--- config.mk ---
export PLATFORM = sky130hd
export DESIGN_NAME = alu_muldiv_seq
export DESIGN_NICKNAME = d
export VERILOG_FILES = /design/src/rtl/alu_muldiv_seq.sv
export SDC_FILE = /design/constraint.sdc
export NUM_CORES = 1
export LEC_CHECK = 0
export CORE_MARGIN = 2
export CORE_UTILIZATION = 41
export DETAILED_ROUTE_END_ITERATION = 8
export PLACE_DENSITY = 0.62
export SYNTH_ARGS = -nofsm -noshare
export SYNTH_HDL_FRONTEND = slang
export SYNTH_SLANG_ARGS = --single-unit
--- constraint.sdc ---
create_clock -name clk -period 5.25 [get_ports clk]
set_clock_uncertainty 0.1 [all_clocks]
set_input_delay 0.7875 -clock clk [delete_from_list [all_inputs] [get_ports clk]]
set_output_delay 0.7875 -clock clk [all_outputs]
set_load 0.01 [all_outputs]
--- src/rtl/alu_muldiv_seq.sv ---
// alu_muldiv_seq: iterative RV32M multiply/divide unit, one radix-2 step per cycle.
// Multiply is shift-add on operand magnitudes; divide is restoring shift-subtract.
// Sign correction is applied only when the final result is registered.
// Optional macro ALU_MULDIV_FASTPATH_EN: trivial requests (zero operands,
// divide-by-zero, signed overflow) skip CALC and go straight to DONE. The result
// is then presented right after the accepting edge.
module alu_muldiv_seq #(
    parameter int unsigned WIDTH = 32
) (
    input  logic             clk,
    input  logic             rst,
    input  logic             in_valid,
    output logic             in_ready,
    input  logic [2:0]       op,
    input  logic [WIDTH-1:0] a,
    input  logic [WIDTH-1:0] b,
    output logic             out_valid,
    input  logic             out_ready,
    output logic [WIDTH-1:0] result,
    output logic             busy
);

    localparam int unsigned CW = $clog2(WIDTH + 1);
    localparam int unsigned PW = 2 * WIDTH;
    localparam logic [CW-1:0]    CNT_LOAD = CW'(WIDTH);
    localparam logic [CW-1:0]    CNT_LAST = CW'(1);
    localparam logic [WIDTH-1:0] MIN_NEG  = {1'b1, {(WIDTH-1){1'b0}}};

    typedef enum logic [1:0] {S_IDLE, S_CALC, S_DONE} state_t;

    state_t r_state;
    state_t w_state_nxt;

    logic             r_in_ready;
    logic             r_out_valid;
    logic             r_busy;
    logic [WIDTH-1:0] r_result;

    logic [2:0]       r_op;
    logic [WIDTH-1:0] r_hi;      // product accumulator / partial remainder
    logic [WIDTH-1:0] r_lo;      // multiplier / dividend-then-quotient
    logic [WIDTH-1:0] r_b_mag;   // multiplicand / divisor magnitude
    logic             r_neg_q;   // negate product or quotient
    logic             r_neg_r;   // negate remainder (dividend sign)
    logic             r_div0;
    logic             r_ovf;
    logic [CW-1:0]    r_cnt;

    // Request decode: operand signedness, magnitudes and special cases
    logic             w_a_signed;
    logic             w_b_signed;
    logic             w_a_neg;
    logic             w_b_neg;
    logic [WIDTH-1:0] w_a_mag;
    logic [WIDTH-1:0] w_b_mag;
    logic             w_div0;
    logic             w_ovf;
    logic             w_fast;
    logic [WIDTH-1:0] w_fast_res;

    assign w_a_signed = op[2] ? ~op[0] : (op[1:0] != 2'b11);
    assign w_b_signed = op[2] ? ~op[0] : ~op[1];
    assign w_a_neg    = w_a_signed & a[WIDTH-1];
    assign w_b_neg    = w_b_signed & b[WIDTH-1];
    assign w_a_mag    = w_a_neg ? (~a + WIDTH'(1)) : a;
    assign w_b_mag    = w_b_neg ? (~b + WIDTH'(1)) : b;
    assign w_div0     = (b == '0);
    assign w_ovf      = op[2] & ~op[0] & (a == MIN_NEG) & (b == '1);

`ifdef ALU_MULDIV_FASTPATH_EN
    // Requests whose result is known without iterating
    always_comb begin
        w_fast     = 1'b0;
        w_fast_res = '0;
        if (!op[2]) begin
            w_fast = (a == '0) | (b == '0);
        end else if (w_div0) begin
            w_fast     = 1'b1;
            w_fast_res = op[1] ? a : '1;
        end else if (w_ovf) begin
            w_fast     = 1'b1;
            w_fast_res = op[1] ? '0 : MIN_NEG;
        end else begin
            w_fast = (a == '0);
        end
    end
`else
    assign w_fast     = 1'b0;
    assign w_fast_res = '0;
`endif

    // One radix-2 step of the selected operation
    logic [WIDTH:0]   w_sum;
    logic [WIDTH:0]   w_rem_sh;
    logic [WIDTH:0]   w_diff;
    logic             w_ge;
    logic [WIDTH-1:0] w_hi_nxt;
    logic [WIDTH-1:0] w_lo_nxt;

    assign w_sum    = {1'b0, r_hi} + (r_lo[0] ? {1'b0, r_b_mag} : '0);
    assign w_rem_sh = {r_hi, r_lo[WIDTH-1]};
    assign w_diff   = w_rem_sh - {1'b0, r_b_mag};
    // A zero divisor always "fits", which leaves the dividend as remainder
    assign w_ge     = ~w_diff[WIDTH] | r_div0;

    // Next accumulator contents for multiply or divide
    always_comb begin
        w_hi_nxt = w_sum[WIDTH:1];
        w_lo_nxt = {w_sum[0], r_lo[WIDTH-1:1]};
        if (r_op[2]) begin
            w_hi_nxt = w_ge ? w_diff[WIDTH-1:0] : w_rem_sh[WIDTH-1:0];
            w_lo_nxt = {r_lo[WIDTH-2:0], w_ge};
        end
    end

    // Sign correction and special-case override of the final step
    logic [PW-1:0]    w_prod;
    logic [WIDTH-1:0] w_quo;
    logic [WIDTH-1:0] w_rem;
    logic [WIDTH-1:0] w_final;

    always_comb begin
        w_prod  = {w_hi_nxt, w_lo_nxt};
        if (r_neg_q) begin
            w_prod = ~w_prod + PW'(1);
        end
        w_quo   = r_neg_q ? (~w_lo_nxt + WIDTH'(1)) : w_lo_nxt;
        w_rem   = r_neg_r ? (~w_hi_nxt + WIDTH'(1)) : w_hi_nxt;
        w_final = '0;
        if (!r_op[2]) begin
            w_final = (r_op[1:0] == 2'b00) ? w_prod[WIDTH-1:0] : w_prod[PW-1:WIDTH];
        end else if (r_div0) begin
            w_final = r_op[1] ? w_rem : '1;
        end else if (r_ovf) begin
            w_final = r_op[1] ? '0 : MIN_NEG;
        end else begin
            w_final = r_op[1] ? w_rem : w_quo;
        end
    end

    // State register and registered handshake/status outputs
    always_ff @(posedge clk or posedge rst) begin
        if (rst) begin
            r_state     <= S_IDLE;
            r_in_ready  <= 1'b1;
            r_out_valid <= 1'b0;
            r_busy      <= 1'b0;
        end else begin
            r_state     <= w_state_nxt;
            r_in_ready  <= (w_state_nxt == S_IDLE);
            r_out_valid <= (w_state_nxt == S_DONE);
            r_busy      <= (w_state_nxt != S_IDLE);
        end
    end

    // Next-state logic
    always_comb begin
        w_state_nxt = r_state;
        case (r_state)
            S_IDLE: begin
                if (in_valid) begin
                    w_state_nxt = w_fast ? S_DONE : S_CALC;
                end
            end
            S_CALC: begin
                if (r_cnt == CNT_LAST) begin
                    w_state_nxt = S_DONE;
                end
            end
            S_DONE: begin
                if (out_ready) begin
                    w_state_nxt = S_IDLE;
                end
            end
            default: w_state_nxt = S_IDLE;
        endcase
    end

    // Operand capture, iteration and result registers
    always_ff @(posedge clk or posedge rst) begin
        if (rst) begin
            r_op     <= '0;
            r_hi     <= '0;
            r_lo     <= '0;
            r_b_mag  <= '0;
            r_neg_q  <= 1'b0;
            r_neg_r  <= 1'b0;
            r_div0   <= 1'b0;
            r_ovf    <= 1'b0;
            r_cnt    <= '0;
            r_result <= '0;
        end else if (r_state == S_IDLE) begin
            if (in_valid) begin
                r_op    <= op;
                r_hi    <= '0;
                r_lo    <= w_a_mag;
                r_b_mag <= w_b_mag;
                r_neg_q <= w_a_neg ^ w_b_neg;
                r_neg_r <= w_a_neg;
                r_div0  <= w_div0;
                r_ovf   <= w_ovf;
                r_cnt   <= CNT_LOAD;
                if (w_fast) begin
                    r_result <= w_fast_res;
                end
            end
        end else if (r_state == S_CALC) begin
            r_hi  <= w_hi_nxt;
            r_lo  <= w_lo_nxt;
            r_cnt <= r_cnt - CW'(1);
            if (r_cnt == CNT_LAST) begin
                r_result <= w_final;
            end
        end
    end

    assign in_ready  = r_in_ready;
    assign out_valid = r_out_valid;
    assign busy      = r_busy;
    assign result    = r_result;

endmodule

* Yosys cells after proc, flatten, opt, wreduce, memory -nomap -nowiden
Index checks and enable logic that the tools add are counted.
** Storage, ports and cells
- Bits in registers :: 146
- Bits in latches :: 0
- RAM bits :: 0
- ROM bits :: 0
- Bits of input ports :: 71
- Output and inout port bits :: 35
- Word-level logic and storage cells :: 86
- Memories kept :: 0
** Operators by class
- Add/subtract/negate cells :: 8
- Multiply operators :: 0
- Divide/modulo/power cells :: 0
- $lt $le $gt $ge :: 0
- Equal/unequal tests :: 8
- Shifts and indexed selects :: 0
- Multiplexer cells :: 31
- Bitwise logic cells :: 16
- Reduce and logical (&&, ||, !) cells :: 9
** Operators by type and width (count)
- $mux 32 :: 21
- $add 32x1->32 const B :: 4
- $not 32->32 :: 4
- $add 64x1->64 const B :: 1
- $eq 32x32->1 const B :: 2
- $mux 64 :: 1
- $not 64->64 :: 1
- $add 32x32->33 :: 1
- $sub 33x32->33 :: 1
- $logic_not 32->1 :: 1
- $mux 6 :: 3
- $eq 6x1->1 const B :: 1
- $logic_not 2->1 :: 3
- $mux 2 :: 3
- $pmux 2 s3 :: 1
- $sub 6x1->6 const B :: 1
- $and 1x1->1 :: 5
- $eq 2x2->1 const B :: 2
- $ne 2x2->1 const B :: 2
- $not 1->1 :: 4
- $reduce_and 2->1 :: 2
- $reduce_bool 2->1 :: 2
- $reduce_and 3->1 :: 1
- $eq 2x1->1 const B :: 1
- other kinds (3) :: 4

* Logic depth before layout (Yosys ltp)
- Word-level depth :: 12
- Depth in mapped cells :: 23
- Gate-level depth less buffers :: 22

* Least setup slack after synthesis
No wires, ideal clock.
- Path kind :: register to register
- From :: reg r_lo[31]
- To :: reg r_result[22], in the netlist result[22]
- Library setup time :: 0.126 ns
- Data arrival time :: 4.824 ns
- Required time :: 5.024 ns
- Slack :: 0.200 ns
- Cell stages (with the launch flop) :: 23
- Clock period less this slack :: 5.050 ns
- Path through :: dfrtp_1 -> inv_1 -> ha_1 -> fa_1 -> nand2b_1 -> a21oi_4 -> a31oi_2 -> o21ai_4 -> a41o_4 -> mux2_4 -> buf_6 -> o21ai_1 -> ha_1 -> o21ai_0 -> inv_1 -> nand3_1 -> nor3_1 -> nand2_1 -> or3_1 -> o31ai_1 -> xnor2_1 -> nor3_1 -> o32a_1
** On the way
- Longest elaborated chain between the ends :: 12
** RTL lines
- start, declared :: line 41 : logic [WIDTH-1:0] r_lo;
- start signal, assigned :: line 196 : r_lo <= w_a_mag;
- start signal, assigned :: line 209 : r_lo <= w_lo_nxt;
- $sub 33x32->33 :: line 102 : assign w_diff = w_rem_sh - {1'b0, r_b_mag};
- $not 1->1 :: line 104 : assign w_ge = ~w_diff[WIDTH] | r_div0;
- $or 1x1->1 :: line 104
- $mux 32 :: line 111 : w_hi_nxt = w_ge ? w_diff[WIDTH-1:0] : w_rem_sh[WIDTH-1:0];
- $mux 32 :: line 110 : if (r_op[2]) begin
- $not 32->32 :: line 128 : w_rem = r_neg_r ? (~w_hi_nxt + WIDTH'(1)) : w_hi_nxt;
- $add 32x1->32 :: line 128
- $mux 32 :: line 128
- $mux 32 :: line 137 : w_final = r_op[1] ? w_rem : w_quo;
- $mux 32 :: line 134 : end else if (r_ovf) begin
- $mux 32 :: line 132 : end else if (r_div0) begin
- $mux 32 * :: line 130 : if (!r_op[2]) begin
- end signal, assigned :: line 204 : r_result <= w_fast_res;
- end signal, assigned :: line 212 : r_result <= w_final;
- end, declared :: line 37 : logic [WIDTH-1:0] r_result;
Mark *: on every way between the ends. The rest lies on a longest branch, timed or not.
A chain may end at the register's enable or synchronous reset.

* Worst setup path after layout
- From :: reg r_lo[31]
- To :: reg r_result[25], in the netlist result[25]
The elaborated chain is that of the path after synthesis.

==> metrics <==
main flop type after synthesis dfrtp_1; Unique masters post-synth 97; Crit path buffers/inverters 4; Die H 200 um; dpl cells 2686; drt first-iter violations 1906; asr flop ratio synth 100%; CTS Buf Count 17; Clock Sinks 146; final HPWL from detailed placement 48.2 mm; htree depth 4; global-route wire length before repair 95.6 mm; drt wl/cell 22.9 um; crit path DAT 5.37 ns; # DRC 0; final antenna-violating net count 0; CTS tree done; cell area after placement 0.0178 mm2; Seq/Total Area, Yosys 23.1%; final worst path period share 96.3%; router iterations before antenna repair 6; Max Fclk 198 MHz; crit path capture type flop; Hold Vio Cnt, Final 0; Tot GR Track Use 30.4%; clk slew on worst S/H paths 0.07 ns; Critical Path RT 5.56 ns; critical path launch point type flop; via count 16907; terminus of the critical flop-to-flop path result[25]$_DFFE_PP0P_; class of the tightest hold or removal check reg2reg; cell family with most CP delay compound AO/OA/AOI/OAI gates; Mapped Area 0.0158 mm2; RePlAce Congestion 0.990; worst hold start result[3]$_DFFE_PP0P_; Post-Syn Instances 2093; Relative slew margins 7.47%; WHS Path Cells 2; Post-CTS Hold Buffers 0; fin area 0.0186 mm2; Via density 6.22; WL final 62.2 mm; initial antenna violation count 0; nets@finish 2339; endpoints failing setup 0; Yosys warnings 0; post-synthesis net count 2236; R2R Setup Slk 0.19 ns; Slew @ Worst Pin 1.39 ns; Hold EP result[3]$_DFFE_PP0P_; final instance count without filler cells 2720; layout cells sized above 1 12.1%; CTS Root Cell clkbuf_16; Ports 106; EDFF count, synth 0; Area Overhead vs Synth 17.6%; Max Root-Sink Buffers 2; I/O Buffers 105; syn_area_per_cell 7.55 um2; status completed; critical path's largest stage delay 0.60 ns; Worst Reg-to-Reg Cells 19; Initial Utilization 41.8%; Die Area 0.0401 mm2; Max-cap violations 0; Worst Setup Path Type reg2reg; Worst-Skew Late Latency 0.47 ns; die width 200 um; vias in the first global route 15867; synthesis-stage register bit count 146; Critical R2R Launch r_lo[31]$_DFFE_PP0P_; setup TNS 0 ns; CP cell instances inv_1 > ha_1 > fa_1 > nand2b_2 > a21oi_4 > a31oi_2 > o21ai_4 > a41o_4 > buf_4 > mux2i_4 > buf_12 > a222oi_1 > nand3b_1 > buf_4 > or4_4 > nor4_4 > o21ai_1 > a221oi_2 > a211o_1; minimum period implied by the final worst setup slack 5.06 ns; Ant. Diodes 0; worst-path maximum fanout 21; GRT Residual Overflow 0; critical path's slowest cell or4_4; max-slew violation count 0; core area 0.0378 mm2; largest net degree at the start of global routing 86; most frequent CP cell buf_4; Util after Layout 49.1%; row cnt 71
[synthesized netlist by cell type, drive strengths merged (7+ instances only)]
| cell type | instances | area share, % |
|---|---|---|
| nand2 | 251 | 6.0 |
| xor2 | 82 | 4.5 |
| o21ai | 223 | 7.1 |
| nor3b | 7 | 0.36 |
| o31ai | 41 | 1.9 |
| a21o | 18 | 0.86 |
| or3 | 21 | 0.83 |
| ha | 70 | 5.5 |
| o211ai | 23 | 1.1 |
| mux2 | 12 | 0.88 |
| o221a | 26 | 1.9 |
| nor3 | 43 | 1.4 |
| xnor2 | 103 | 5.7 |
| nand2b | 25 | 0.99 |
| a31oi | 28 | 1.1 |
| nand4 | 32 | 1.4 |
| nor4 | 19 | 0.91 |
| o21bai | 10 | 0.48 |
| o21a | 13 | 0.63 |
| buf | 33 | 1.2 |
| and3 | 13 | 0.55 |
| and2 | 40 | 1.6 |
| or4 | 8 | 0.40 |
| nor2b | 12 | 0.48 |
| o221ai | 9 | 0.54 |
| dfrtp | 145 | 23 |
| clkbuf | 99 | 2.4 |
| a22o | 13 | 0.72 |
| a221o | 12 | 0.76 |
| nor2 | 191 | 4.5 |
| o22ai | 14 | 0.59 |
| inv | 66 | 1.6 |
| or2 | 14 | 0.55 |
| a211oi | 18 | 0.89 |
| a221oi | 25 | 1.7 |
| a21oi | 162 | 5.4 |
| mux2i | 35 | 2.3 |
| o41ai | 23 | 1.4 |
| nand3 | 36 | 1.2 |
[repair_timing]
item | in CTS | in global routing
buffers inserted | 0 | 2
endpoints found under the setup margin | 0 | 18
resized for setup | 0 | 30
[layout by cell type, fill, tap and decap left out, types with 23 or more instances in the layout]
| cell type | Yosys | layout |
|---|---|---|
| nand4_1 | 31 | 31 |
| and2_1 | 40 | 40 |
| clkdlybuf4s50_1 | 0 | 105 |
| o21ai_0 | 210 | 206 |
| a21oi_1 | 156 | 155 |
| nor2_1 | 191 | 189 |
| o31ai_1 | 41 | 38 |
| o221a_2 | 26 | 26 |
| xor2_1 | 82 | 80 |
| buf_4 | 2 | 109 |
| mux2i_1 | 33 | 33 |
| nand2b_1 | 25 | 23 |
| ha_1 | 70 | 68 |
| xnor2_1 | 103 | 102 |
| o211ai_1 | 23 | 23 |
| a31oi_1 | 27 | 27 |
| inv_1 | 66 | 65 |
| nand2_1 | 251 | 250 |
| dfrtp_1 | 145 | 142 |
| nor3_1 | 43 | 41 |
| nand3_1 | 35 | 35 |
[worst min-delay path: stages, from the launching register on]
cell     delay (ns)
dfrtp_1        0.34
nand2_1        0.04
o21ai_0        0.06
[per-stage QoR]
| stage | hold WS (ns) | setup WS (ns) |
|---|---|---|
| final | 0.376 | 0.193 |
| after global routing | 0.412 | -0.0110 |
| after CTS | 0.385 | 0.112 |
| after detailed placement | 0.370 | 0.131 |
| after global placement | 0.366 | 0.180 |
| after floorplan | 0.361 | 0.200 |
[cell type report]
type	instances	area (um2)
fillers	3824	19300
multi-input cells	1747	11500
flip-flops and latches	146	3660
repair buffers	216	1910
well taps	511	639
clock buffers	17	425
inverters	68	260
clock inverters	15	191
[cells by family after synthesis]
group | synth area share, %
adder cells (fa/ha/maj) | 5.80
buffers and inverters | 5.16
AND/OR/NAND/NOR | 21.8
multiplexers | 3.14
AO/OA/AOI/OAI | 30.8
flip-flops | 23.1
XOR/XNOR | 10.3
[sequential cells by signal, summed over array words and instances (netlist names)]
name and count:
r_op 3, r_div0 1, r_hi 32, r_lo 32, in_ready 1, r_cnt 6, result 32, r_state 2
r_b_mag 32, busy 1, r_neg_r 1, out_valid 1, r_ovf 1, r_neg_q 1
[metal layers]
metal / share of wire [%] / GRT usage, % / vias to the layer above
li1: - / - / 7905
met2: 44 / 46.6 / 825
met1: 45 / 43.0 / 8066
met3: 8.2 / 5.03 / 111
met5: 0 / 0 / -
met4: 3.1 / 11.0 / 0
[worst max-delay path by stage]
stage	start	endpoint	slack, ns	cells past startpoint
6_report	r_lo[31]$_DFFE_PP0P_	result[25]$_DFFE_PP0P_	0.19	19
5_1_grt	r_lo[0]$_DFFE_PP0P_	result[31]$_DFFE_PP0P_	-0.01	19
4_1_cts	r_lo[0]$_DFFE_PP0P_	result[30]$_DFFE_PP0P_	0.11	19
3_5_place_dp	r_hi[18]$_DFFE_PP0P_	result[27]$_DFFE_PP0P_	0.13	18
3_3_place_gp	r_hi[18]$_DFFE_PP0P_	result[27]$_DFFE_PP0P_	0.18	18
2_1_floorplan	r_lo[31]$_DFFE_PP0P_	result[22]$_DFFE_PP0P_	0.20	22
Power is not shown: default switching activity piles up to over one toggle a cycle in this logic, so the estimate is an artifact.
